$ cat src/rtl/uart_tx_arbiter.sv
`default_nettype none
// ============================================================================
// Module   : uart_tx_arbiter
// Purpose  : Round-robin, burst-granular arbiter sharing the TX FIFO write port.
// Revision : 1.0  initial release
// ============================================================================
module uart_tx_arbiter #(
    parameter int NREQ      = 4,
    parameter int MAX_BURST = 8
) (
    input  logic                     clk,
    input  logic                     reset,
    input  logic                     enable,
    input  logic [NREQ-1:0]          req,
    input  logic [8*NREQ-1:0]        req_data,
    input  logic [NREQ-1:0]          req_last,
    output logic [NREQ-1:0]          grant,
    output logic                     fifo_wen,
    output logic [7:0]               fifo_wdata,
    input  logic                     fifo_full,
    output logic                     busy,
    output logic [$clog2(NREQ)-1:0]  owner
);

    localparam int c_IDX_W = $clog2(NREQ);
    localparam int c_CNT_W = $clog2(MAX_BURST + 1);
    localparam logic [c_CNT_W-1:0] c_MAX_CNT = c_CNT_W'(MAX_BURST);

    localparam logic [0:0] c_IDLE = 1'b0;
    localparam logic [0:0] c_BUSY = 1'b1;

    logic [0:0]          r_state;
    logic [c_IDX_W-1:0]  r_rrPtr;
    logic [c_IDX_W-1:0]  r_owner;
    logic [c_CNT_W-1:0]  r_beatCnt;

    logic                w_ownerReq;
    logic                w_ownerLast;
    logic [7:0]          w_ownerData;
    logic                w_found;
    logic [c_IDX_W-1:0]  w_pick;
    logic [c_IDX_W-1:0]  w_nextPtr;
    logic                w_isBusy;
    logic                w_accept;
    logic                w_lastBeat;
    logic                w_burstEnd;

    // Lanes belonging to the current owner
    always_comb begin
        w_ownerReq  = 1'b0;
        w_ownerLast = 1'b0;
        w_ownerData = 8'h00;
        for (int i = 0; i < NREQ; i++) begin
            if (r_owner == c_IDX_W'(i)) begin
                w_ownerReq  = req[i];
                w_ownerLast = req_last[i];
                w_ownerData = req_data[8*i +: 8];
            end
        end
    end

    // First requester at or after the round-robin pointer, wrapping
    always_comb begin
        w_found = 1'b0;
        w_pick  = '0;
        for (int k = 0; k < NREQ; k++) begin
            if (!w_found && req[(int'(r_rrPtr) + k) % NREQ]) begin
                w_found = 1'b1;
                w_pick  = c_IDX_W'((int'(r_rrPtr) + k) % NREQ);
            end
        end
    end

    assign w_nextPtr  = c_IDX_W'((int'(r_owner) + 1) % NREQ);
    assign w_isBusy   = (r_state == c_BUSY);
    assign w_accept   = w_isBusy & w_ownerReq & ~fifo_full & ~reset;
    assign w_lastBeat = ((r_beatCnt + c_CNT_W'(1)) == c_MAX_CNT);
    assign w_burstEnd = w_isBusy & ~reset &
                        (~w_ownerReq | (w_accept & (w_ownerLast | w_lastBeat)));

    always_comb begin
        grant = '0;
        if (w_accept) begin
            grant[r_owner] = 1'b1;
        end
    end

    assign fifo_wen   = w_accept;
    assign fifo_wdata = w_accept ? w_ownerData : 8'h00;
    assign busy       = w_isBusy;
    assign owner      = r_owner;

    always_ff @(posedge clk) begin
        if (reset) begin
            r_state   <= c_IDLE;
            r_rrPtr   <= '0;
            r_owner   <= '0;
            r_beatCnt <= '0;
        end else begin
            case (r_state)
                c_IDLE: begin
                    if (enable && w_found) begin
                        r_state   <= c_BUSY;
                        r_owner   <= w_pick;
                        r_beatCnt <= '0;
                    end
                end
                c_BUSY: begin
                    if (w_burstEnd) begin
                        r_state   <= c_IDLE;
                        r_rrPtr   <= w_nextPtr;
                        r_owner   <= '0;
                        r_beatCnt <= '0;
                    end else if (w_accept) begin
                        r_beatCnt <= r_beatCnt + c_CNT_W'(1);
                    end
                end
                default: r_state <= c_IDLE;
            endcase
        end
    end

endmodule
`default_nettype wire

$ cat config.mk
export PLATFORM = sky130hd
export DESIGN_NAME = uart_tx_arbiter
export DESIGN_NICKNAME = d
export VERILOG_FILES = /design/src/rtl/uart_tx_arbiter.sv
export SDC_FILE = /design/constraint.sdc
export NUM_CORES = 1
export LEC_CHECK = 0
export CAP_MARGIN = 20
export CORE_MARGIN = 3
export CORE_UTILIZATION = 42
export DETAILED_ROUTE_END_ITERATION = 16
export GPL_ROUTABILITY_DRIVEN = 0
export PLACE_DENSITY = 0.89
export SYNTH_ARGS = -nofsm -noshare
export SYNTH_HDL_FRONTEND = slang
export SYNTH_SLANG_ARGS = --single-unit
$ cat constraint.sdc
create_clock -name clk -period 4.7 [get_ports clk]
set_clock_uncertainty 0.05 [all_clocks]
set_input_delay 1.41 -clock clk [delete_from_list [all_inputs] [get_ports clk]]
set_output_delay 1.41 -clock clk [all_outputs]
set_load 0.02 [all_outputs]
==> reports/qor.yml <==
timing:
  final_hold_viol_count: 0
  post-route-min-period_ns: 4.65
  setup_violations: 0
  fin_ws_ns: 0.0489
  max_slew_margin_pct: 61.3
  worstMarginPinSlew_ns: 0.579
  tns_ns: 0
  fmax_mhz: 215
  final_max_slew_viol_count: 0
  fin_crit_sh_pct: 99.0
power:
  clkPwrFrac_pct: 20.7
  internal-power_w: 0.000196
  swShare_pct: 34.1
  leakagePower_nw: 0.704
  peakVddDrop_mv: 0.198
  power_frac_seq_pct: 29.0
  power.density_nw_per_um2: 170
  switchingPower_w: 0.000102
  p_comb_share_pct: 50.3
  power_w: 0.000298
min_path:
  holdCritStartpoint: "r_beatCnt[2]$_SDFFE_PP0P_"
  min_to: "r_beatCnt[2]$_SDFFE_PP0P_"
  hold_path_depth: 2
  hp-class: "flop to flop"
floorplanning:
  die_w_um: 57.1
  initial_utilization_pct: 46.9
  die_y_um: 57.1
  rows: 17
  core_area_um2: 2340
  dieArea_um2: 3260
  ios: 60
synth:
  async_flop_share_pct: 0
  syn_inst: 147
  syn_area_per_cell_um2: 7.46
  synthesis.nets: 196
  synth_cell_types: 40
  yosys_warnings: 0
  synth.ff_latch_count: 9
  synth-edff-count: 0
  yosysSeqAreaShare_pct: 16.4
  synth-main-ff-cell: "dfxtp_1"
  synthesis.area_um2: 1100
finish:
  fin_nets: 266
  diodes: 0
  area_growth_pct: 59.7
  layout-drive-gt1-share_pct: 18.1
status:
  status: "complete, no violations"
worst_setup_path:
  arrival_ns: 3.19
  cp_max_fo: 4
  r2r_start: "owner[0]$_SDFFE_PP0P_"
  crit_type: "input port to output port"
  crit_required_ns: 3.24
  reg2reg_depth: 7
  critPathCaptureType: "output port"
  cp-start-kind: "input port"
  r2r_slack_ns: 2.21
  r2r-end: "r_rrPtr[1]$_SDFFE_PP0P_"
global_routing:
  overflow: 0
  grt_pass1_vias: 1397
  antenna_found_initial: 0
  grtUsageTotal_pct: 22.7
  grt_pass1_wl_um: 6110
  grt_start_max_net_pins: 18
cts:
  cts_hold_buffers: 0
  clk_latency_ns: 0.26
  cts_htree_levels: 1
  cts_tree: "built"
  root_buffer: "clkbuf_4"
  cts_inserted_buffers: 3
  cts.sinks: 9
  path_clk_slew_ns: 0.06
  postCtsSetupBuffers: 0
  clockBufferDepth: 2
routing:
  avgRoutedWirePerCell_um: 15.6
  via_per_inst: 5.83
  post-route-drc-count: 0
  vias: 1423
  detail_route.first_pass.iterations: 5
  first_iter_violations: 55
  ant_nets: 0
  wl_um: 3820
flow_run:
  drv_cap: 0
place:
  dp_slack_ns: -0.487
  post-dp-hpwl_um: 3070
  io_buffers: 59
==> critical path, cell delays in order <==
cell and delay, ns:
clkdlybuf4s50_1 0.51, nand3b_1 0.11, a211o_1 0.34, or3_2 0.52, nor2_1 0.12, clkbuf_2 0.18
==> synth_stat cells (2+ instances only) <==
cell	n	area share, %
buf_6	2	2.1
ha_1	5	5.7
mux2i_1	5	4.6
nor3b_1	3	2.1
nand2b_1	8	4.6
o21ai_0	3	1.4
nand2_1	5	1.7
inv_1	7	2.4
a31oi_1	2	1.1
nor2_1	11	3.8
and2_1	7	4.0
nor2b_1	12	6.8
nor3_1	11	5.0
buf_2	2	0.91
a211oi_1	4	2.7
a221oi_1	8	6.4
o21a_1	2	1.4
nand3b_1	5	3.4
a21oi_1	12	5.5
dfxtp_1	9	16
clkbuf_1	5	1.7
==> layout by cell type, fill, tap and decap left out, types with 7 or more instances in the layout <==
| master | instances |
|---|---|
| nor2_1 | 11 |
| and2_1 | 7 |
| clkbuf_2 | 7 |
| nor3_1 | 11 |
| inv_1 | 7 |
| a221oi_1 | 8 |
| nor2b_1 | 12 |
| nand2b_1 | 8 |
| clkdlybuf4s50_1 | 46 |
| a21oi_1 | 12 |
| dfxtp_1 | 9 |
| buf_4 | 15 |
==> metal layers <==
layer | wire, um | GRT usage (%) | part of all wire, % | up-vias
li1 | - | - | - | 685
met1 | 1620 | 27.1 | 42 | 637
met2 | 1810 | 42.4 | 47 | 93
met3 | 353 | 2.94 | 9.2 | 8
met4 | 42 | 5.63 | 1.1 | 0
met5 | 0 | 0 | 0 | -
==> sequential cells by signal (all words and copies together), names as in the netlist <==
register	count
r_beatCnt	4
owner	2
r_rrPtr	2
busy	1
==> kinds of logic after synthesis <==
family / synth area share [%]
fa+ha+maj: 5.70
flops: 16.4
compound gates: 29.3
mux: 5.59
buf+inv: 7.41
xor+xnor: 0.798
simple gates: 34.8
==> layout make-up <==
| cell class | instances | area (um^2) |
|---|---|---|
| well taps | 28 | 35.0 |
| repair buffers | 73 | 633 |
| inverters | 8 | 30.0 |
| clock buffers | 4 | 26.3 |
| fillers | 183 | 587 |
| flip-flops and latches | 9 | 180 |
| multi-input cells | 122 | 848 |
==> repair_timing <==
action,in CTS,in global routing
gates resized for setup,22,25
setup endpoints to repair,13,13
pin swaps,1,2
gates cloned,0,1
==> power by group through the flow <==
stage	logic (W)	registers [W]	clock network [W]
finish	0.000150	0.0000863	0.0000617
global route	0.000162	0.0000866	0.0000671
CTS	0.000149	0.0000859	0.0000624
detailed placement	0.000148	0.0000876	0
global placement	0.000144	0.0000870	0
floorplan	0.0000771	0.0000879	0
==> through the flow <==
stage / hold slack, ns / util (%) / cell area, um^2 / instances
2_1_floorplan: 0.427 / - / 1100 / 147
3_3_place_gp: 0.445 / 75.9 / 1780 / 239
3_5_place_dp: 0.460 / 75.9 / 1780 / 239
4_1_cts: 0.470 / 77.0 / 1800 / 243
5_1_grt: 0.506 / 74.9 / 1750 / 244
6_report: 0.468 / 74.9 / 1750 / 244
==> worst max path at each step <==
stage | startpoint | end | cells past startpoint
finish | req[0] | fifo_wdata[6] | 6
global route | req[0] | fifo_wdata[5] | 6
CTS | req[1] | grant[2] | 7
detailed placement | req[1] | grant[2] | 7
global placement | req[1] | grant[1] | 7
floorplan | req[1] | grant[0] | 6
Note: power is estimated with default switching activity, not from simulation.
